--- config.mk ---
export PLATFORM = sky130hd
export DESIGN_NAME = tensor_core_sequencer
export DESIGN_NICKNAME = d
export VERILOG_FILES = /design/src/rtl/tensor_core_sequencer.sv
export SDC_FILE = /design/constraint.sdc
export NUM_CORES = 1
export LEC_CHECK = 0
export CAP_MARGIN = 20
export CORE_MARGIN = 5
export CORE_UTILIZATION = 30
export DETAILED_ROUTE_END_ITERATION = 6
export GPL_TIMING_DRIVEN = 0
export RECOVER_POWER = 25
export SLEW_MARGIN = 5
export SYNTH_ARGS = -nofsm -noshare
export SYNTH_HDL_FRONTEND = slang
export SYNTH_SLANG_ARGS = --single-unit
--- constraint.sdc ---
create_clock -name clock_in -period 2.5 [get_ports clock_in]
set_input_delay 0.5 -clock clock_in [delete_from_list [all_inputs] [get_ports clock_in]]
set_output_delay 0.5 -clock clock_in [all_outputs]
set_load 0.005 [all_outputs]
--- src/rtl/tensor_core_sequencer.sv ---
// Tensor core MMA sequencer and non-bulk register file write arbiter.
// Optional build macro TC_SEQ_WRITE_BYPASS_EN: zero-latency writes when idle and empty.
module tensor_core_sequencer #(
    parameter int DATA_WIDTH     = 8,
    parameter int FIFO_DEPTH     = 4,
    parameter int TIMEOUT_CYCLES = 64
) (
    input  logic                  clock_in,
    input  logic                  reset_in,
    input  logic                  op_valid_in,
    output logic                  op_ready_out,
    input  logic                  wr_valid_in,
    output logic                  wr_ready_out,
    input  logic [4:0]            wr_address_in,
    input  logic [DATA_WIDTH-1:0] wr_data_in,
    output logic                  tc_start_out,
    input  logic                  tc_done_in,
    output logic                  rf_wr_enable_out,
    output logic [4:0]            rf_wr_address_out,
    output logic [DATA_WIDTH-1:0] rf_wr_data_out,
    output logic                  rf_bulk_enable_out,
    output logic                  busy_out,
    output logic                  timeout_error_out,
    output logic [15:0]           ops_completed_out
);

    localparam int PW = $clog2(FIFO_DEPTH);
    localparam int TW = $clog2(TIMEOUT_CYCLES + 1);
    localparam logic [PW:0]   FULL_COUNT = (PW+1)'(FIFO_DEPTH);
    localparam logic [TW-1:0] TIMER_MAX  = TW'(TIMEOUT_CYCLES - 1);

    typedef enum logic [1:0] {IDLE, START, COMPUTE} state_t;

    state_t                state;
    logic [4:0]            fifo_addr [FIFO_DEPTH];
    logic [DATA_WIDTH-1:0] fifo_data [FIFO_DEPTH];
    logic [PW-1:0]         head;
    logic [PW-1:0]         tail;
    logic [PW:0]           count;
    logic [TW-1:0]         timer;
    logic [15:0]           ops_count;
    logic                  timeout_flag;

    logic idle;
    logic empty;
    logic full;
    logic wr_fire;
    logic bypass;
    logic push;
    logic pop;
    logic op_fire;

    assign idle    = (state == IDLE);
    assign empty   = (count == '0);
    assign full    = (count == FULL_COUNT);
    assign wr_fire = wr_valid_in & wr_ready_out;
    assign op_fire = op_valid_in & op_ready_out;

`ifdef TC_SEQ_WRITE_BYPASS_EN
    assign bypass = wr_fire & idle & empty;
`else
    assign bypass = 1'b0;
`endif

    assign push = wr_fire & ~bypass;
    assign pop  = idle & ~empty & ~reset_in;

    assign wr_ready_out = ~reset_in & ~full;
    // A same-cycle write is ordered ahead of the op, so the op waits for it.
    assign op_ready_out = ~reset_in & idle & empty & ~wr_valid_in;

    assign rf_wr_enable_out  = pop | bypass;
    assign rf_wr_address_out = pop ? fifo_addr[head]
                             : (bypass ? wr_address_in : '0);
    assign rf_wr_data_out    = pop ? fifo_data[head]
                             : (bypass ? wr_data_in : '0);

    assign rf_bulk_enable_out = ~reset_in & (state == COMPUTE) & tc_done_in;
    assign tc_start_out       = ~reset_in & (state == START);
    assign busy_out           = ~reset_in & ~idle;
    assign timeout_error_out  = ~reset_in & timeout_flag;
    assign ops_completed_out  = reset_in ? '0 : ops_count;

    always_ff @(posedge clock_in) begin
        if (push) begin
            fifo_addr[tail] <= wr_address_in;
            fifo_data[tail] <= wr_data_in;
        end
    end

    always_ff @(posedge clock_in) begin
        if (reset_in) begin
            head  <= '0;
            tail  <= '0;
            count <= '0;
        end else begin
            if (push) tail <= tail + 1'b1;
            if (pop)  head <= head + 1'b1;
            unique case ({push, pop})
                2'b10:   count <= count + 1'b1;
                2'b01:   count <= count - 1'b1;
                default: count <= count;
            endcase
        end
    end

    always_ff @(posedge clock_in) begin
        if (reset_in) begin
            state        <= IDLE;
            timer        <= '0;
            ops_count    <= '0;
            timeout_flag <= 1'b0;
        end else begin
            unique case (state)
                IDLE: begin
                    if (op_fire) state <= START;
                end
                START: begin
                    timer <= '0;
                    state <= COMPUTE;
                end
                COMPUTE: begin
                    // Done takes priority over a coincident timeout.
                    if (tc_done_in) begin
                        ops_count <= ops_count + 16'd1;
                        state     <= IDLE;
                    end else if (timer == TIMER_MAX) begin
                        timeout_flag <= 1'b1;
                        state        <= IDLE;
                    end else begin
                        timer <= timer + 1'b1;
                    end
                end
                default: state <= IDLE;
            endcase
        end
    end

endmodule

Yosys cells after proc, flatten, opt, wreduce, memory -nomap -nowiden
Memory sizes are Yosys's and may differ from the RTL's. A register that Yosys moved wholly into a read port is not among the register bits.
Cells that the tools add are included.
- reduce and logical (&&, ||, !) cells: 8
- mux-type cells: 17
- equal/unequal tests: 10
- add/sub/neg operators: 6
- bitwise gates (word level): 19
- operators by type and width (operator ; count):
    $add 16x1->16 const B ; 1
    $mux 16 ; 1
    $mux 2 ; 7
    $mux 7 ; 2
    $pmux 7 s2 ; 1
    $and 1x1->1 ; 13
    $mux 8 ; 1
    $add 7x1->7 const B ; 1
    $eq 7x6->1 const B ; 1
    $not 1->1 ; 6
    $pmux 2 s3 ; 1
    $pmux 3 s2 ; 1
    $reduce_and 3->1 ; 2
    $mux 5 ; 1
    $add 2x1->2 const B ; 2
    $eq 2x1->1 const B ; 2
    $eq 2x2->1 const B ; 2
    $ne 2x2->1 const B ; 2
    $reduce_and 2->1 ; 2
    $reduce_bool 2->1 ; 2
    $add 3x1->3 const B ; 1
    $eq 3x3->1 const B ; 1
    $logic_not 3->1 ; 1
    $ne 3x2->1 const B ; 1
    other kinds (4) ; 5
- logic and storage cells: 69
- memory bits (writable): 52
- register bits: 33
- memories kept: 2
- output and inout port bits: 36
- input port bits: 18
- memory list (memory ; words ; width ; read ports ; clocked after memory_dff ; write ports ; line ; text):
    fifo_data ; 4 ; 8 ; 1 ; 1 ; 1 ; 36 ; logic [DATA_WIDTH-1:0] fifo_data [FIFO_DEPTH];
    fifo_addr ; 4 ; 5 ; 1 ; 1 ; 1 ; 35 ; logic [4:0] fifo_addr [FIFO_DEPTH];

Longest topological paths before layout
- word-level depth: 7
- mapped depth: 10
- mapped depth without buffers: 9

Worst setup path before layout
Ideal clock, no wire load.
- path kind: input port to flip-flop
- from: input port reset_in
- to: register count[2]
- path slack: 187 ps
- arrival time: 2243 ps
- path buffers: 0
- required time: 2430 ps
- cell stages on the path: 9
- setup time: 70 ps
- cell sequence: nor3_1 > nand2_1 > inv_1 > ha_1 > inv_1 > fa_1 > xor2_1 > or3_1 > a21oi_1
- elaborated cells on any way between the ends: 8
- classes of those cells: 2 x eq/ne; 1 x mux; 4 x bitwise; 1 x reduce/logical
- RTL lines (what ; line ; text):
    from (decl) ; 9 ; input logic reset_in,
    $not 1->1 (*) ; 66 ; assign pop = idle & ~empty & ~reset_in;
    $and 1x1->1 (*) ; 66 ;
    net rf_wr_enable_out ; 18 ; output logic rf_wr_enable_out,
    $eq 2x1->1 or $eq 2x2->1 (tied branches) ; 99 ; unique case ({push, pop})
    $pmux 3 s2 or $reduce_bool 2->1 (tied branches) ; -- ;
    to (signal assigned) ; 100 ; 2'b10: count <= count + 1'b1;
    to (signal assigned) ; 101 ; 2'b01: count <= count - 1'b1;
    to (signal assigned) ; 102 ; default: count <= count;
    to (decl) ; 39 ; logic [PW:0] count;
The timed path passes the listed nets; every way through them passes the cells marked *.
A chain may end at the register's enable or synchronous reset.

==> results.cfg <==
[timing]
clock.fmax_ghz = 0.416
tightest_slew_ns = 0.703
skew_ns = 0.00625
fin_ws_ns = 0.0986
drv_slew = 0
rsz0062_at_grt = false
post-route-period-util_pct = 96.1
setup_viol = 0
slew_headroom_pct = 53.2
hold_viol_final = 0
setup_tns_ns = 0
final.min_clock_period_ns = 2.40

[global_routing]
antenna_found_initial = 0
grt.total_usage_pct = 11.0
top_usage_layer = met2
grt_max_degree = 18
grt_pass1_vias = 2530
use_met1_pct = 13.4
met2_usage_pct = 18.2
grt_pass1_wl_mm = 12.7
grt-ovfl-total = 0
grt_util_met3_pct = 4.09

[synth]
ys_ff_latch = 87
synth_edf_count = 52
synthCells = 297
synthFlopType = edfxtp_1
synthTopCellsByArea = edfxtp_1 (42%), dfxtp_1 (19%), mux4_2 (7.8%)
seq_area_frac_synth_pct = 60.4
syn_nets = 323
yosysMostFrequentCell = edfxtp_1
postSynthAreaPerCell_um2 = 12.6
async_reset_ff_share_pct = 0
yosys.area.top_type = edfxtp_1
ys.warnings.count = 0
synth.distinct_cells = 41
synth_area_um2 = 3740
synthTopCellsByCount = edfxtp_1 (52), dfxtp_1 (35), nor2_1 (32), nor2b_1 (18), and3_1 (14)
synth_top_area_share_pct = 41.7

[worst_setup_path]
worst-path-buf-inv = 1
cp_data_arrival_time_ns = 1.90
critPathRequiredTime_ns = 2.00
path_class = flip-flop to output pin
crit_chain = mux4_2 -> and3_1 -> clkdlybuf4s50_1
startpoint_type = flip-flop
endpoint_kind = output pin
path_max_fanout = 4
critPathTopFamily = multiplexers
slowest_stage = mux4_2
max_stage_delay_ns = 0.52

[die]
die_h_um = 122
rows = 40
floorplan.die.width_um = 122
start_util_pct = 30.9
die_area_um2 = 14800
coreArea_um2 = 12100
ios = 54

[clock_network]
cts_buffer_depth = 2
cts_tree = yes
clkSinkCount = 87
cts_buffers = 9
htree_levels = 3
root_buffer = clkbuf_16
clkSlewWorstSetupHoldPaths_ns = 0.07
cts.hold.buffers_added = 0
clock_latency_ns = 0.34

[layout]
drive_gt1_share_pct = 14.9
finish.net_count = 389
diodes = 0
stdcell_count = 536
syn2layout_area_growth_pct = 30.0

[route]
ant_nets = 0
remaining_drc_errors = 0
wl_per_cell_um = 14.4
drt-initial-drc-count = 107
dr.pass1.iters = 4
vias = 2525
viasPerCell = 4.71
wirelength_mm = 7.74

[power_and_ir_drop]
p_leak_nw = 1.72
ir_drop_v = 0.000299
powerDensity_nw_per_um2 = 766
p_total_mw = 3.73

[outcome]
outcome = completed

[place]
gp_congestion = 0.795
port_buffers = 53
hpwl_mm = 5.39
pre_cts_slack_ns = -0.836
dpl.cell_count = 518

[worst_hold_path]
min-delay-path-class = flip-flop to flip-flop

[run]
max_cap_viol_count = 0
path summary, 6_finish.rpt:
check,start,cells after the start,end,slack [ns]
worst max register to register,state[0]$_SDFFE_PP0P_,11,count[2]$_SDFFE_PP0P_,0.16
worst max-delay path,flip-flop,3,rf_wr_address_out[4],0.1
worst min register to register,ops_count[15]$_SDFFE_PP0P_,2,ops_count[15]$_SDFFE_PP0P_,0.49
worst min-delay path,ops_count[15]$_SDFFE_PP0P_,2,ops_count[15]$_SDFFE_PP0P_,0.49
layout make-up:
type	count	area (µm²)
repair buffers	56	537
flip-flops and latches	87	2270
fillers	1156	7250
inverters	10	37.5
multi-input cells	187	1430
plain buffers	12	101
clock buffers	9	225
clock inverters	7	60.1
well taps	168	210
cells in the final DEF (no fill, tap or decap), drive strengths merged, types with 7 or more instances in the layout:
cell	count
edfxtp	52
dfxtp	35
nor2	32
clkdlybuf4s50	28
clkbuf	19
nor2b	18
inv	15
and3	14
mux4	13
nand2	12
dlygate4sd3	12
a21oi	11
dlygate4sd2	11
xnor2	8
nor3	8
xor2	7
or3	7
ha	7
cells by family (layout without fill, tap and decap cells):
logic type                 count (synthesis)  after routing  synth area share [%]
DFF                                       87             87                  60.4
buffers and inverters                     23             94                  2.54
and+or+nand+nor                          121            121                  17.6
adders and majority gates                  8              8                  2.87
muxes                                     16             16                  8.66
xor gates and xnor gates                  15             15                  3.51
AOI/OAI and AO/OA                         27             27                  4.41
tightest hold or removal path, cell delays in order, from the launching register on:
cell and delay, ns:
dfxtp_1 0.31, o21ai_0 0.07, a21oi_1 0.06
metrics by stage:
step / hold slack (ns) / utilization, % / area (µm²)
6_report: 0.490 / 40.2 / 4870
5_1_grt: 0.508 / 40.2 / 4870
4_1_cts: 0.490 / 39.9 / 4840
3_5_place_dp: 0.471 / 37.0 / 4480
3_3_place_gp: 0.471 / 37.0 / 4480
2_1_floorplan: 0.429 / - / 3740
power by group:
part	switching, mW	leakage, nW	total (mW)	internal [mW]
Sequential	0.0617	0.756	1.67	1.60
Clock	0.573	0.143	1.27	0.694
Combinational	0.378	0.822	0.795	0.417
Total	1.01	1.72	3.73	2.71
state kept, by name, summed over array words and instances (netlist names), named ones only:
register	flops
count	3
fifo_addr	20
fifo_data	32
head	2
ops_count	16
state	2
tail	2
timeout_flag	1
timer	7
repair_timing:
item | in CTS | in global routing
endpoints found under the hold margin | 0 | 0
cloned | 0 | 0
endpoints found under the setup margin | 90 | 14
resized for setup | 36 | 13
pin swaps | 1 | 1
buffers inserted | 2 | 1
layer usage:
layer / wire length, µm / share of wire (%) / vias up
met2: 3820 / 49 / 59
met5: 0 / 0 / -
met3: 438 / 5.7 / 8
met1: 3380 / 44 / 1229
met4: 89 / 1.2 / 0
li1: - / - / 1229
Power figures use the tool's default switching activity.
